<file path="src/rtl/rip_axi_burst_tester.sv">
// AXI4 burst memory tester: writes an address pattern over NUM_BURSTS
// bursts, reads it back and counts miscompares.
module rip_axi_burst_tester #(
    parameter int ADDR_WIDTH = 32,
    parameter int DATA_WIDTH = 32,
    parameter int BURST_LEN  = 16,
    parameter int NUM_BURSTS = 4
) (
    input  logic                  clk,
    input  logic                  rst,
    input  logic                  start,
    input  logic [ADDR_WIDTH-1:0] mem_head,
    output logic [1:0]            busy,
    output logic                  done,
    output logic                  error,
    output logic [15:0]           err_count,
    output logic [ADDR_WIDTH-1:0] AWADDR,
    output logic [7:0]            AWLEN,
    output logic                  AWVALID,
    input  logic                  AWREADY,
    output logic [DATA_WIDTH-1:0] WDATA,
    output logic                  WLAST,
    output logic                  WVALID,
    input  logic                  WREADY,
    input  logic                  BVALID,
    output logic                  BREADY,
    output logic [ADDR_WIDTH-1:0] ARADDR,
    output logic [7:0]            ARLEN,
    output logic                  ARVALID,
    input  logic                  ARREADY,
    input  logic [DATA_WIDTH-1:0] RDATA,
    input  logic                  RLAST,
    input  logic                  RVALID,
    output logic                  RREADY
);
    localparam int BW = (NUM_BURSTS > 1) ? $clog2(NUM_BURSTS) : 1;
    localparam logic [ADDR_WIDTH-1:0] STEP = ADDR_WIDTH'(DATA_WIDTH / 8);
    localparam logic [ADDR_WIDTH-1:0] BBYTES =
        ADDR_WIDTH'(BURST_LEN * (DATA_WIDTH / 8));
    localparam logic [8:0] LAST_BEAT = 9'(BURST_LEN - 1);
    localparam logic [BW-1:0] LAST_BURST = BW'(NUM_BURSTS - 1);
    localparam logic [7:0] LEN = 8'(BURST_LEN - 1);

    typedef enum logic [2:0] {
        S_IDLE, S_AW, S_W, S_B, S_AR, S_R, S_DONE
    } state_t;

    state_t                r_state;
    logic [ADDR_WIDTH-1:0] r_head;
    logic [ADDR_WIDTH-1:0] r_base;
    logic [ADDR_WIDTH-1:0] r_addr;
    logic [BW-1:0]         r_burst;
    logic [8:0]            r_beat;
    logic                  r_over;

    logic                  w_last_burst;
    logic                  w_at_last;
    logic [ADDR_WIDTH-1:0] w_next_base;
    logic [ADDR_WIDTH-1:0] w_next_addr;
    logic [DATA_WIDTH-1:0] w_exp;
    logic                  w_beat_err;
    logic [15:0]           w_err_inc;

    assign w_last_burst = (r_burst == LAST_BURST);
    assign w_at_last    = (r_beat == LAST_BEAT);
    assign w_next_base  = r_base + BBYTES;
    assign w_next_addr  = r_addr + STEP;
    assign w_exp        = DATA_WIDTH'(r_addr);
    // Once RLAST is overdue, the remaining beats only drain the burst.
    assign w_beat_err   = !r_over &&
                          ((RDATA != w_exp) || (RLAST != w_at_last));
    assign w_err_inc    = (err_count == 16'hFFFF) ? err_count
                                                  : err_count + 16'd1;

    always_ff @(posedge clk) begin
        if (rst) begin
            r_state   <= S_IDLE;
            r_head    <= '0;
            r_base    <= '0;
            r_addr    <= '0;
            r_burst   <= '0;
            r_beat    <= '0;
            r_over    <= 1'b0;
            busy      <= 2'b00;
            done      <= 1'b0;
            error     <= 1'b0;
            err_count <= '0;
            AWADDR    <= '0;
            AWLEN     <= '0;
            AWVALID   <= 1'b0;
            WDATA     <= '0;
            WLAST     <= 1'b0;
            WVALID    <= 1'b0;
            BREADY    <= 1'b0;
            ARADDR    <= '0;
            ARLEN     <= '0;
            ARVALID   <= 1'b0;
            RREADY    <= 1'b0;
        end else begin
            unique case (r_state)
                S_IDLE: if (start) begin
                    r_head    <= mem_head;
                    r_base    <= mem_head;
                    r_burst   <= '0;
                    err_count <= '0;
                    error     <= 1'b0;
                    AWADDR    <= mem_head;
                    AWLEN     <= LEN;
                    ARLEN     <= LEN;
                    AWVALID   <= 1'b1;
                    busy      <= 2'b01;
                    r_state   <= S_AW;
                end
                S_AW: if (AWREADY) begin
                    AWVALID <= 1'b0;
                    r_addr  <= r_base;
                    r_beat  <= '0;
                    WDATA   <= DATA_WIDTH'(r_base);
                    WLAST   <= (LAST_BEAT == 9'd0);
                    WVALID  <= 1'b1;
                    r_state <= S_W;
                end
                S_W: if (WREADY) begin
                    if (WLAST) begin
                        WVALID  <= 1'b0;
                        WLAST   <= 1'b0;
                        BREADY  <= 1'b1;
                        r_state <= S_B;
                    end else begin
                        r_addr <= w_next_addr;
                        r_beat <= r_beat + 9'd1;
                        WDATA  <= DATA_WIDTH'(w_next_addr);
                        WLAST  <= (r_beat + 9'd1 == LAST_BEAT);
                    end
                end
                S_B: if (BVALID) begin
                    BREADY <= 1'b0;
                    if (w_last_burst) begin
                        r_burst <= '0;
                        r_base  <= r_head;
                        ARADDR  <= r_head;
                        ARVALID <= 1'b1;
                        busy    <= 2'b10;
                        r_state <= S_AR;
                    end else begin
                        r_burst <= r_burst + BW'(1);
                        r_base  <= w_next_base;
                        AWADDR  <= w_next_base;
                        AWVALID <= 1'b1;
                        r_state <= S_AW;
                    end
                end
                S_AR: if (ARREADY) begin
                    ARVALID <= 1'b0;
                    RREADY  <= 1'b1;
                    r_addr  <= r_base;
                    r_beat  <= '0;
                    r_over  <= 1'b0;
                    r_state <= S_R;
                end
                S_R: if (RVALID) begin
                    if (w_beat_err) begin
                        err_count <= w_err_inc;
                        error     <= 1'b1;
                    end
                    if (!r_over) begin
                        r_addr <= w_next_addr;
                        r_beat <= r_beat + 9'd1;
                        r_over <= w_at_last && !RLAST;
                    end
                    if (RLAST) begin
                        RREADY <= 1'b0;
                        if (w_last_burst) begin
                            busy    <= 2'b00;
                            done    <= 1'b1;
                            r_state <= S_DONE;
                        end else begin
                            r_burst <= r_burst + BW'(1);
                            r_base  <= w_next_base;
                            ARADDR  <= w_next_base;
                            ARVALID <= 1'b1;
                            r_state <= S_AR;
                        end
                    end
                end
                S_DONE: begin
                    done    <= 1'b0;
                    r_state <= S_IDLE;
                end
                default: r_state <= S_IDLE;
            endcase
        end
    end
endmodule

</file>
<file path="config.mk">
export PLATFORM = sky130hd
export DESIGN_NAME = rip_axi_burst_tester
export DESIGN_NICKNAME = d
export VERILOG_FILES = /design/src/rtl/rip_axi_burst_tester.sv
export SDC_FILE = /design/constraint.sdc
export NUM_CORES = 1
export LEC_CHECK = 0
export ABC_AREA = 1
export ABC_CLOCK_PERIOD_IN_PS = 4900
export BUFFER_PORTS_ARGS = -buffer_cell sky130_fd_sc_hd__buf_2
export CAP_MARGIN = 30
export CORE_ASPECT_RATIO = 0.7
export CORE_UTILIZATION = 40
export CTS_BUF_LIST = sky130_fd_sc_hd__clkbuf_16
export CTS_CLUSTER_DIAMETER = 200
export DETAILED_ROUTE_END_ITERATION = 8
export HOLD_SLACK_MARGIN = 0.03
export PLACE_DENSITY_LB_ADDON = 0.12
export SYNTH_ARGS = -nofsm -noshare
export SYNTH_HDL_FRONTEND = slang
export SYNTH_SLANG_ARGS = --single-unit
</file>
<file path="constraint.sdc">
create_clock -name clk -period 4.9 [get_ports clk]
set_input_delay 0.735 -clock clk [delete_from_list [all_inputs] [get_ports clk]]
set_output_delay 0.735 -clock clk [all_outputs]
set_load 0.03 [all_outputs]
</file>
==> run summary <==
status - completed
number of I/O port buffers - 202
router iterations before antenna repair - 5
Data required, critical path - 5.38 ns
global-route congestion overflow total - 0
area of the die - 31700 sq um
number of levels in the clock H-tree - 1
estimated wirelength of the detail-placed design - 30550 um
crit path capture type - flop
total wire length after detailed routing - 43850 um
cell with the most instances after synthesis - sky130_fd_sc_hd__nand2_1
number of instances in the synthesized netlist - 1816
maximum number of pins on one net before global-route repair - 80
data arrival time of the critical path - 3.75 ns
overall power after layout - 8.593 mW
wl on met1 - 21440 um
Core Area - 30240 sq um
final standard cell utilization of the core - 47.39%
share of the yosys chip area belonging to registers - 37.80%
number of hold violations in the final report - 0
actual transition at the worst max-transition pin - 0.9954 ns
pwr/cell area - 599.6 nW/um^2
die span in y - 149.3 um
number of global-route vias before repair - 11359
latest clock arrival within the worst-skew pair - 0.55 ns
Tmin final - 3.277 ns
final sum of negative setup slack - 0 ns
leading area contributor after synthesis - sky130_fd_sc_hd__dfxtp_1
worst path bufs/invs - 4
num rows - 53
Finish-stage setup viols - 0
crit share post-route - 66.87%
Initial DRC Count - 1068
number of CTS-inserted buffers - 26
Fillers - 3178
via count - 12948
share of the synthesized area in the top cell type - 37.80%
buffer count from post-CTS setup fixing - 0
starting density of the core - 40.98%
remaining antenna violation count after routing - 0
setup repair after global routing missed its margin - no
cell leakage power - 6.150 nW
number of max-cap violations - 0
Synth top cells by count - 433 x sky130_fd_sc_hd__nand2_1, 235 x sky130_fd_sc_hd__a21oi_1, 234 x sky130_fd_sc_hd__dfxtp_1
global-route wire length before repair - 66330 um
leading register cell type out of synthesis - sky130_fd_sc_hd__dfxtp_1
critical path class - flop to flop
area used by sequential logic in the layout - 4684 sq um
clock root buffer - sky130_fd_sc_hd__clkbuf_16
Sink Count - 234
cell count after placement - 2328
final standard cell count with taps included and fillers excluded - 2377
DR WL/cell - 18.45 um
top routing layer in use - met4
number of antenna violations at the first check in global routing - 0
final setup skew - 0.01440 ns
Startpoint Class - flop
clock tree from TritonCTS - built
VDD IR max - 324.5 uV
number of vias per cell - 5.447
cell area after synthesis - 12390 sq um
fmax - 305.2 MHz
count of nets after finishing - 2026
Synth Warn # - 0
largest fanout on the critical path - 38
die span in x - 212.4 um
I/O Pins - 211
DRC Markers - 0
max incr delay on CP - 0.82 ns
Slowest cell on crit path - sky130_fd_sc_hd__inv_1
Worst-path clk slew - 0.06 ns
share of flip-flops with an asynchronous set or reset after synthesis - 0%
largest buffer count on any clock path - 3
fraction of layout instances using a drive strength above 1 - 15.42%
final count of pins violating max slew - 0
Mapped Avg Cell Area - 6.824 sq um
area occupied by multi-input gates - 6474 sq um
leading cell types by total area after synthesis - sky130_fd_sc_hd__dfxtp_1 38%, sky130_fd_sc_hd__nand2_1 13%, sky130_fd_sc_hd__a21oi_1 9.5%, sky130_fd_sc_hd__o21ai_0 6.2%, sky130_fd_sc_hd__inv_1 4.8%
number of enable-type register cells in the synthesized netlist - 0
max-slew headroom at the worst pin - 33.54%
final RePlAce weighted congestion - 0.9044
minimum setup slack among reg-to-reg paths - 1.62 ns
distinct cell type count of the synthesized netlist - 52
number of antenna diodes - 0
met2 wire length - 18440 um
cell breakdown of the critical path - nand3_2, buf_4, inv_2, buf_4, nand2_1, inv_1, a21oi_1, nand2_1, o21ai_0, a21oi_1
path class of the lowest-slack min-delay path - flop to flop
global-route usage over all layers - 26.85%
Top Family by Delay on Critical Path - buffers and inverters
met3 layer wire length in the routed design - 3223 um
count of cells resized by post-cts repair - 0
number of buffers added to fix hold violations after cts - 0
register bit total from synthesis - 234
layout overhead on the synthesized area - 15.64%
-- cell type report --
class                      count  area share, %
tap                          412          3.597
sequential                   234          32.69
clock inverter                20         0.7683
timing repair buffer         220          8.451
inverter                     173          4.610
clock buffer                  27          4.715
multi-input combinational   1291          45.17
-- registers in the layout (all words and copies together) (netlist names), 2 cells and up --
register / flops
WDATA: 32
r_burst: 2
r_state: 3
r_addr: 32
AWADDR: 32
err_count: 16
r_base: 32
ARADDR: 32
busy: 2
r_beat: 9
r_head: 32
-- kinds of logic after synthesis --
group / Yosys count / synth area share, %
adder cells (fa/ha/maj): 7 / 0.7067
AND/OR/NAND/NOR: 700 / 24.25
flip-flops: 234 / 37.80
buffers and inverters: 298 / 10.24
XOR/XNOR: 65 / 4.594
other: 1 / 0.03026
AO/OA/AOI/OAI: 511 / 22.38
-- layout by cell type (no fill, tap or decap), types with 21 or more instances in the layout --
master                        n
sky130_fd_sc_hd__a21oi_1    235
sky130_fd_sc_hd__nand4_1     21
sky130_fd_sc_hd__nor2_1      90
sky130_fd_sc_hd__inv_1      165
sky130_fd_sc_hd__dfxtp_1    234
sky130_fd_sc_hd__buf_2      202
sky130_fd_sc_hd__a31oi_1     61
sky130_fd_sc_hd__nand2_1    433
sky130_fd_sc_hd__nor3_1      27
sky130_fd_sc_hd__xor2_1      53
sky130_fd_sc_hd__o21ai_0    154
sky130_fd_sc_hd__nand3_1     84
sky130_fd_sc_hd__clkbuf_16   27
-- worst min-delay path, stage by stage, from the launching register on --
cell and delay (ns):
sky130_fd_sc_hd__dfxtp_1 0.31, sky130_fd_sc_hd__inv_1 0.04, sky130_fd_sc_hd__a21oi_1 0.05
-- per-layer routing --
metal  up-vias  GRT usage, %
met2       558         38.89
met3        56         4.189
met5         -             0
met4         0         5.252
li1       6290             -
met1      6044         41.37
-- path summary, 6_finish.rpt --
check,to,startpoint,cells past startpoint
hold / removal,ARVALID$_SDFFE_PP0P_,ARVALID$_SDFFE_PP0P_,2
hold reg to reg,ARVALID$_SDFFE_PP0P_,ARVALID$_SDFFE_PP0P_,2
setup / recovery,r_base[28]$_SDFFE_PP0P_,r_state[1]$_SDFFE_PP0P_,10
setup reg to reg,r_base[28]$_SDFFE_PP0P_,r_state[1]$_SDFFE_PP0P_,10
-- power by group --
| group | total, mW | internal [mW] | switching [mW] |
|---|---|---|---|
| Combinational | 3.67 | 1.03 | 2.64 |
| Sequential | 3.07 | 2.47 | 0.598 |
| Clock | 1.85 | 1.04 | 0.813 |
| Total | 8.59 | 4.54 | 4.05 |
-- through the flow --
step	setup slack, ns	cell area (sq um)	hold slack (ns)
floorplan	2.800	12420	0.4442
global placement	1.647	13470	0.4372
detailed placement	1.600	13490	0.4369
CTS	1.595	14280	0.4465
global route	1.340	14330	0.4677
finish	1.623	14330	0.4456
Note: power is estimated with default switching activity, not from simulation.
